<file path="src/rtl/dm_axi_master.sv">
// CPU data-memory port to single-outstanding, single-beat AXI4 master.
// Optional posted writes: define DM_POSTED_WRITE_EN to retire writes on AW/W and track B with a pending flag.
module dm_axi_master #(
  parameter int unsigned          ID_W   = 4,
  parameter logic [ID_W-1:0]      M_ID   = ID_W'(1),
  parameter int unsigned          ADDR_W = 32,
  parameter int unsigned          DATA_W = 32
) (
  input  logic              clk,
  input  logic              rst,
  // CPU data-memory side
  input  logic              DM_WEB,
  input  logic              DM_write,
  input  logic [3:0]        DM_BWEB,
  input  logic [ADDR_W-1:0] DM_addr,
  input  logic [DATA_W-1:0] DM_DI,
  output logic [DATA_W-1:0] DM_DO,
  output logic              DM_stall,
  output logic              dm_bus_err,
  // read address channel
  output logic [ID_W-1:0]   ARID,
  output logic [ADDR_W-1:0] ARADDR,
  output logic [7:0]        ARLEN,
  output logic [2:0]        ARSIZE,
  output logic [1:0]        ARBURST,
  output logic              ARVALID,
  input  logic              ARREADY,
  // read data channel
  input  logic [ID_W-1:0]   RID,
  input  logic [DATA_W-1:0] RDATA,
  input  logic [1:0]        RRESP,
  input  logic              RLAST,
  input  logic              RVALID,
  output logic              RREADY,
  // write address channel
  output logic [ID_W-1:0]   AWID,
  output logic [ADDR_W-1:0] AWADDR,
  output logic [7:0]        AWLEN,
  output logic [2:0]        AWSIZE,
  output logic [1:0]        AWBURST,
  output logic              AWVALID,
  input  logic              AWREADY,
  // write data channel
  output logic [DATA_W-1:0] WDATA,
  output logic [3:0]        WSTRB,
  output logic              WLAST,
  output logic              WVALID,
  input  logic              WREADY,
  // write response channel
  input  logic [ID_W-1:0]   BID,
  input  logic [1:0]        BRESP,
  input  logic              BVALID,
  output logic              BREADY,
  // FSM state for observation
  output logic [2:0]        dbg_state_o
);

  // Handshake rule on every AXI channel: a transfer happens on a rising clk edge
  // where VALID and READY are both high; once raised, VALID and its payload stay
  // stable until that transfer, and VALID never waits on READY.

  typedef enum logic [2:0] {
    S_IDLE  = 3'd0,
    S_RD_A  = 3'd1,
    S_RD_D  = 3'd2,
    S_WR_AW = 3'd3,
    S_WR_B  = 3'd4,
    S_DONE  = 3'd5
  } state_e;

  state_e              state_q, state_d;
  logic [ADDR_W-1:0]   addr_q, addr_d;
  logic [DATA_W-1:0]   data_q, data_d;
  logic [3:0]          strb_q, strb_d;
  logic                aw_vld_q, aw_vld_d;
  logic                w_vld_q, w_vld_d;
  logic [DATA_W-1:0]   do_q, do_d;
  logic                err_q, err_d;
  logic                pend_q, pend_d;
  logic                req;
  logic                accept;

  assign req = DM_WEB | DM_write;

`ifdef DM_POSTED_WRITE_EN
  // An unacknowledged posted write blocks the next access until its B arrives.
  assign accept = (state_q == S_IDLE) && req && !pend_q;
`else
  assign accept = (state_q == S_IDLE) && req;
`endif

  always_comb begin
    state_d  = state_q;
    addr_d   = addr_q;
    data_d   = data_q;
    strb_d   = strb_q;
    aw_vld_d = aw_vld_q;
    w_vld_d  = w_vld_q;
    do_d     = do_q;
    err_d    = err_q;
    pend_d   = pend_q;
    ARVALID  = 1'b0;
    RREADY   = 1'b0;
    BREADY   = 1'b0;

`ifdef DM_POSTED_WRITE_EN
    BREADY = pend_q;
    if (pend_q && BVALID) begin
      pend_d = 1'b0;
      if (BRESP != 2'b00) err_d = 1'b1;
    end
`endif

    case (state_q)
      S_IDLE: begin
        if (accept) begin
          addr_d = DM_addr;
          data_d = DM_DI;
          strb_d = DM_BWEB;
          if (DM_write) begin
            state_d  = S_WR_AW;
            aw_vld_d = 1'b1;
            w_vld_d  = 1'b1;
          end else begin
            state_d = S_RD_A;
          end
        end
      end
      S_RD_A: begin
        ARVALID = 1'b1;
        if (ARREADY) state_d = S_RD_D;
      end
      S_RD_D: begin
        RREADY = 1'b1;
        if (RVALID) begin
          do_d    = (RRESP == 2'b00) ? RDATA : '0;
          if (RRESP != 2'b00) err_d = 1'b1;
          state_d = S_DONE;
        end
      end
      S_WR_AW: begin
        // AW and W complete independently; leave only once both are done.
        aw_vld_d = aw_vld_q && !AWREADY;
        w_vld_d  = w_vld_q && !WREADY;
        if (!aw_vld_d && !w_vld_d) begin
`ifdef DM_POSTED_WRITE_EN
          state_d = S_DONE;
          pend_d  = 1'b1;
`else
          state_d = S_WR_B;
`endif
        end
      end
      S_WR_B: begin
        BREADY = 1'b1;
        if (BVALID) begin
          if (BRESP != 2'b00) err_d = 1'b1;
          state_d = S_DONE;
        end
      end
      S_DONE:  state_d = S_IDLE;
      default: state_d = S_IDLE;
    endcase
  end

  always_ff @(posedge clk or negedge rst) begin
    if (!rst) begin
      state_q  <= S_IDLE;
      addr_q   <= '0;
      data_q   <= '0;
      strb_q   <= '0;
      aw_vld_q <= 1'b0;
      w_vld_q  <= 1'b0;
      do_q     <= '0;
      err_q    <= 1'b0;
      pend_q   <= 1'b0;
    end else begin
      state_q  <= state_d;
      addr_q   <= addr_d;
      data_q   <= data_d;
      strb_q   <= strb_d;
      aw_vld_q <= aw_vld_d;
      w_vld_q  <= w_vld_d;
      do_q     <= do_d;
      err_q    <= err_d;
      pend_q   <= pend_d;
    end
  end

  // Stall is forced low during reset so a held request cannot freeze the pipeline.
  assign DM_stall = rst && (((state_q == S_IDLE) && req) ||
                            ((state_q != S_IDLE) && (state_q != S_DONE)));

  assign DM_DO       = do_q;
  assign dm_bus_err  = err_q;
  assign dbg_state_o = state_q;

  assign ARID    = M_ID;
  assign ARADDR  = addr_q;
  assign ARLEN   = 8'd0;
  assign ARSIZE  = 3'b010;
  assign ARBURST = 2'b01;

  assign AWID    = M_ID;
  assign AWADDR  = addr_q;
  assign AWLEN   = 8'd0;
  assign AWSIZE  = 3'b010;
  assign AWBURST = 2'b01;
  assign AWVALID = aw_vld_q;

  assign WDATA   = data_q;
  assign WSTRB   = strb_q;
  assign WLAST   = 1'b1;
  assign WVALID  = w_vld_q;

  // Response IDs and RLAST carry no information for a single-outstanding, single-beat master.
  logic unused_in;
  assign unused_in = ^{RID, BID, RLAST};

endmodule

</file>
<file path="config.mk">
export PLATFORM = sky130hd
export DESIGN_NAME = dm_axi_master
export DESIGN_NICKNAME = d
export VERILOG_FILES = /design/src/rtl/dm_axi_master.sv
export SDC_FILE = /design/constraint.sdc
export NUM_CORES = 1
export LEC_CHECK = 0
export CORE_MARGIN = 2
export CORE_UTILIZATION = 30
export DETAILED_ROUTE_END_ITERATION = 10
export PLACE_DENSITY_LB_ADDON = 0.3
export REMOVE_ABC_BUFFERS = 1
export SETUP_SLACK_MARGIN = 0.2
export SYNTH_ARGS = -nofsm -noshare
export SYNTH_HDL_FRONTEND = slang
export SYNTH_SLANG_ARGS = --single-unit
</file>
<file path="constraint.sdc">
create_clock -name clk -period 2 [get_ports clk]
set_clock_uncertainty 0.15 [all_clocks]
set_input_delay 0.2 -clock clk [delete_from_list [all_inputs] [get_ports clk]]
set_output_delay 0.2 -clock clk [all_outputs]
set_load 0.01 [all_outputs]
</file>
==> key figures <==
Detailed routing
  • Vias per inst: 4.445
  • Antenna Nets Post-Route: 0
  • Pre-antenna DRT Iters: 4
  • Final wirelength: ~12,000 µm
  • Drc violations: 0
  • Iteration-0 DRC Markers: 107
  • Wire per inst: between 15 and 20 µm
  • DR vias: 3,414

Clocking
  • Clock Sinks: around 110
  • CTS root buf: clkbuf_16
  • TritonCTS buffer count: 9
  • Reg clk slew, reported paths: 0.07 ns
  • CTS Buffer Depth: 2
  • CTS tree: built
  • H-tree Lvls: 3
  • Worst skew pair latency: 0.34 ns

Pwr
  • Sw frac: 0.3105
  • Sequential share of power: 0.317
  • Static leakage power: 3.346 nW
  • Pwr Total: 12.49 mW
  • Power density cells: 1620 mW/mm²
  • Combinational share of power: 0.551
  • VDD IR max: 550.5 µV
  • NetSw: between 3 and 4 mW
  • Clock power share: 0.131
  • Cell Int Power: 8.613 mW

STA
  • Slew @ Worst Pin: 0.5553 ns
  • Final worst path period need: 1.832 ns
  • Finish-stage setup viols: 0
  • Hold Fails Final Rpt: 0
  • Worst Setup Slack, final: around 0.17 ns
  • Final Cycle Share: 0.9161
  • Setup TNS: 0 ns
  • Fin. max-slew vios: 0
  • Relative slew margins: 0.6298
  • Fmax: 545.8 MHz
  • RSZ-0062 raised after global routing: yes

Global route
  • Global route overflow: 0
  • First-pass GRT wire length: 17,720 µm
  • Initial antenna violation count: 0
  • Pin count of the biggest net entering global routing: 107
  • Tot GR Track Use: 0.1388
  • Vias in the first global route: between 3,000 and 4,000

Synth
  • Synth Instances: 334
  • Syn avg cell area: 13.73 µm²
  • Synth warn: 0
  • Post-synthesis cell type count: 31
  • Seq/Total Area, Yosys: 0.5786
  • Yosys reg bits: 106
  • Syn Std Cell Area: 0.004584 mm²

Run status
  • Outcome: complete, no violations

Worst setup path
  • Crit-path max FO: 8
  • CP Launch Point: dbg_state_o[2]
  • RR Startpoint: dbg_state_o[2]
  • Worst setup path class: reg -> reg
  • Critical path endpoint category: flop
  • Critical Path Most Common Cell: buf_6
  • Reg2reg path depth: 5
  • Reg-to-reg critical path endpoint: WDATA[7]
  • CP arrival: ~1.9 ns
  • Slowest CP cell: dfrtp_2
  • Largest stage delay, worst path: 0.43 ns
  • CP Launch Type: flop
  • Required @ worst endpoint: between 2 and 2.5 ns
  • Critical-path cell list: buf_6 > nor4_4 > buf_6 > clkbuf_16 > mux2_4
  • Setup slack, reg-to-reg: 0.17 ns

Floorplanning
  • Row cnt: 45
  • IO Pins: 299
  • Die area: 0.01629 mm²
  • Die Span Y: roughly 130 µm
  • Core Area: approximately 0.015 mm²
  • Die X: 127.6 µm
  • Initial Util: 0.3038

Flow run
  • Max-cap viol count: 0

Worst hold path
  • Hold Path Cell Cnt: 2
  • WHS Endpoint: DM_DO[24]
  • Hold Crit Class: in -> reg
  • Hold wc startpoint: RDATA[24]

Finish
  • Area Growth Syn to Fin: 68.20%
  • # diodes: 0
  • Nets: 698
  • Cell area after layout: 0.007711 mm²
  • Most frequent cells in the layout: clkdlybuf4s50_1 (248), dfrtp_1 (104), mux2_4 (45)
  • Fillers: around 1,300
  • Most common cell after layout, fill and taps aside: clkdlybuf4s50_1
  • Share of cells above drive strength 1: 0.2069

Place
  • GP Congestion: ~0.77
  • HPWL Detailed: around 8400 µm
  • Placed Instance Area: 0.007044 mm²
  • DP Worst Slack: -0.007819 ns
  • IO Port Bufs: 254
-- flip-flops by register name, indices dropped and copies added, names as in the netlist --
name         flops
ARADDR          32
AWVALID          1
DM_DO           32
WDATA           32
WSTRB            4
WVALID           1
dbg_state_o      3
dm_bus_err       1
-- Yosys cell counts --
library cell | count | area (µm²)
a21boi_0 | 1 | 7.510
a21oi_1 | 4 | 20.02
a221oi_2 | 1 | 15.01
a22o_1 | 33 | 289.0
a31o_2 | 1 | 8.760
a32o_1 | 1 | 10.01
buf_2 | 6 | 30.03
buf_4 | 71 | 533.0
buf_6 | 2 | 22.52
clkbuf_1 | 4 | 15.01
conb_1 | 2 | 7.510
dfrtp_1 | 106 | 2653
inv_1 | 2 | 7.510
mux2_1 | 20 | 225.2
mux2_2 | 48 | 540.5
nand2_1 | 4 | 15.01
nand2b_1 | 1 | 6.260
nand3_1 | 1 | 5.000
nand3b_1 | 1 | 7.510
nor2_1 | 5 | 18.77
nor2b_1 | 3 | 18.77
nor3_1 | 2 | 10.01
nor3_2 | 1 | 10.01
nor3b_2 | 1 | 12.51
nor4_1 | 1 | 6.260
nor4_4 | 1 | 21.27
o2111ai_1 | 1 | 8.760
o211ai_1 | 2 | 15.01
o21a_1 | 1 | 7.510
o21ai_0 | 5 | 25.02
or2_2 | 2 | 12.51
-- critical path, delay by kind of cell, from the launching register on --
kind                   cells  cell delay [ns]
buffers and inverters      3             0.55
DFF                        1             0.43
muxes                      1             0.30
and+or+nand+nor            1             0.28
-- area by class of cell --
class | instances | area [µm²] | share of cell area
timing repair buffer | 281 | 2913 | 0.3777
sequential | 106 | 2655 | 0.3443
multi-input combinational | 176 | 1629 | 0.2113
clock buffer | 12 | 256.5 | 0.03326
tap | 188 | 235.2 | 0.03050
clock inverter | 3 | 15.01 | 0.001947
inverter | 2 | 7.507 | 0.0009736
-- how the worst max path moves through the flow --
stage               cells past startpoint    endpoint  slack (ns)
detailed placement                      5   ARADDR[8]      -0.008
finish                                  5    WDATA[7]        0.17
floorplan                               2   ARADDR[0]       -1.55
global placement                        5    DM_stall       0.009
global route                            5  ARADDR[31]        0.08
CTS                                     4   WDATA[23]        0.11
-- power by group through the flow --
stage | clock (mW) | sequential [mW] | combinational, mW
floorplan | 0 | 4.62 | 1.64
global placement | 0 | 3.95 | 5.98
detailed placement | 0 | 3.97 | 6.05
CTS | 1.73 | 3.95 | 6.10
global route | 1.83 | 4.13 | 7.32
finish | 1.64 | 3.97 | 6.89
-- logic make-up (layout without fill, tap and decap cells) --
group,count (synthesis),count (layout),share of synthesized area
compound gates,50,50,0.08870
mux,68,68,0.1670
flops,106,106,0.5786
other cells,2,35,0.001638
simple gates,23,23,0.03139
buf+inv,85,298,0.1326
-- through the flow --
| step | util | cells | hold WS (ns) |
|---|---|---|---|
| 6_report | 0.5110 | 768 | 0.3037 |
| 5_1_grt | 0.5110 | 768 | 0.2909 |
| 4_1_cts | 0.4866 | 758 | 0.2837 |
| 3_5_place_dp | 0.4668 | 740 | 0.2070 |
| 3_3_place_gp | 0.4668 | 740 | 0.1896 |
| 2_1_floorplan | - | 284 | -0.2456 |
-- what timing repair did --
| item | 4_1_cts | 5_1_grt |
|---|---|---|
| pin swaps | 1 | 1 |
| setup endpoints to repair | 80 | 104 |
| gates resized for setup | 15 | 57 |
| hold endpoints to repair | 106 | 0 |
| setup buffers | 2 | 4 |
| cloned | 0 | 6 |
| hold buffers | 1 | 0 |
-- routing by layer --
layer  share of wire  wire length (µm)  global-route usage
met1            0.40              4962              0.1687
met2            0.50              6209              0.2296
met3           0.081              1006             0.04313
met4           0.017               215             0.05624
met5               0                 0                   0
Power figures use the tool's default switching activity.
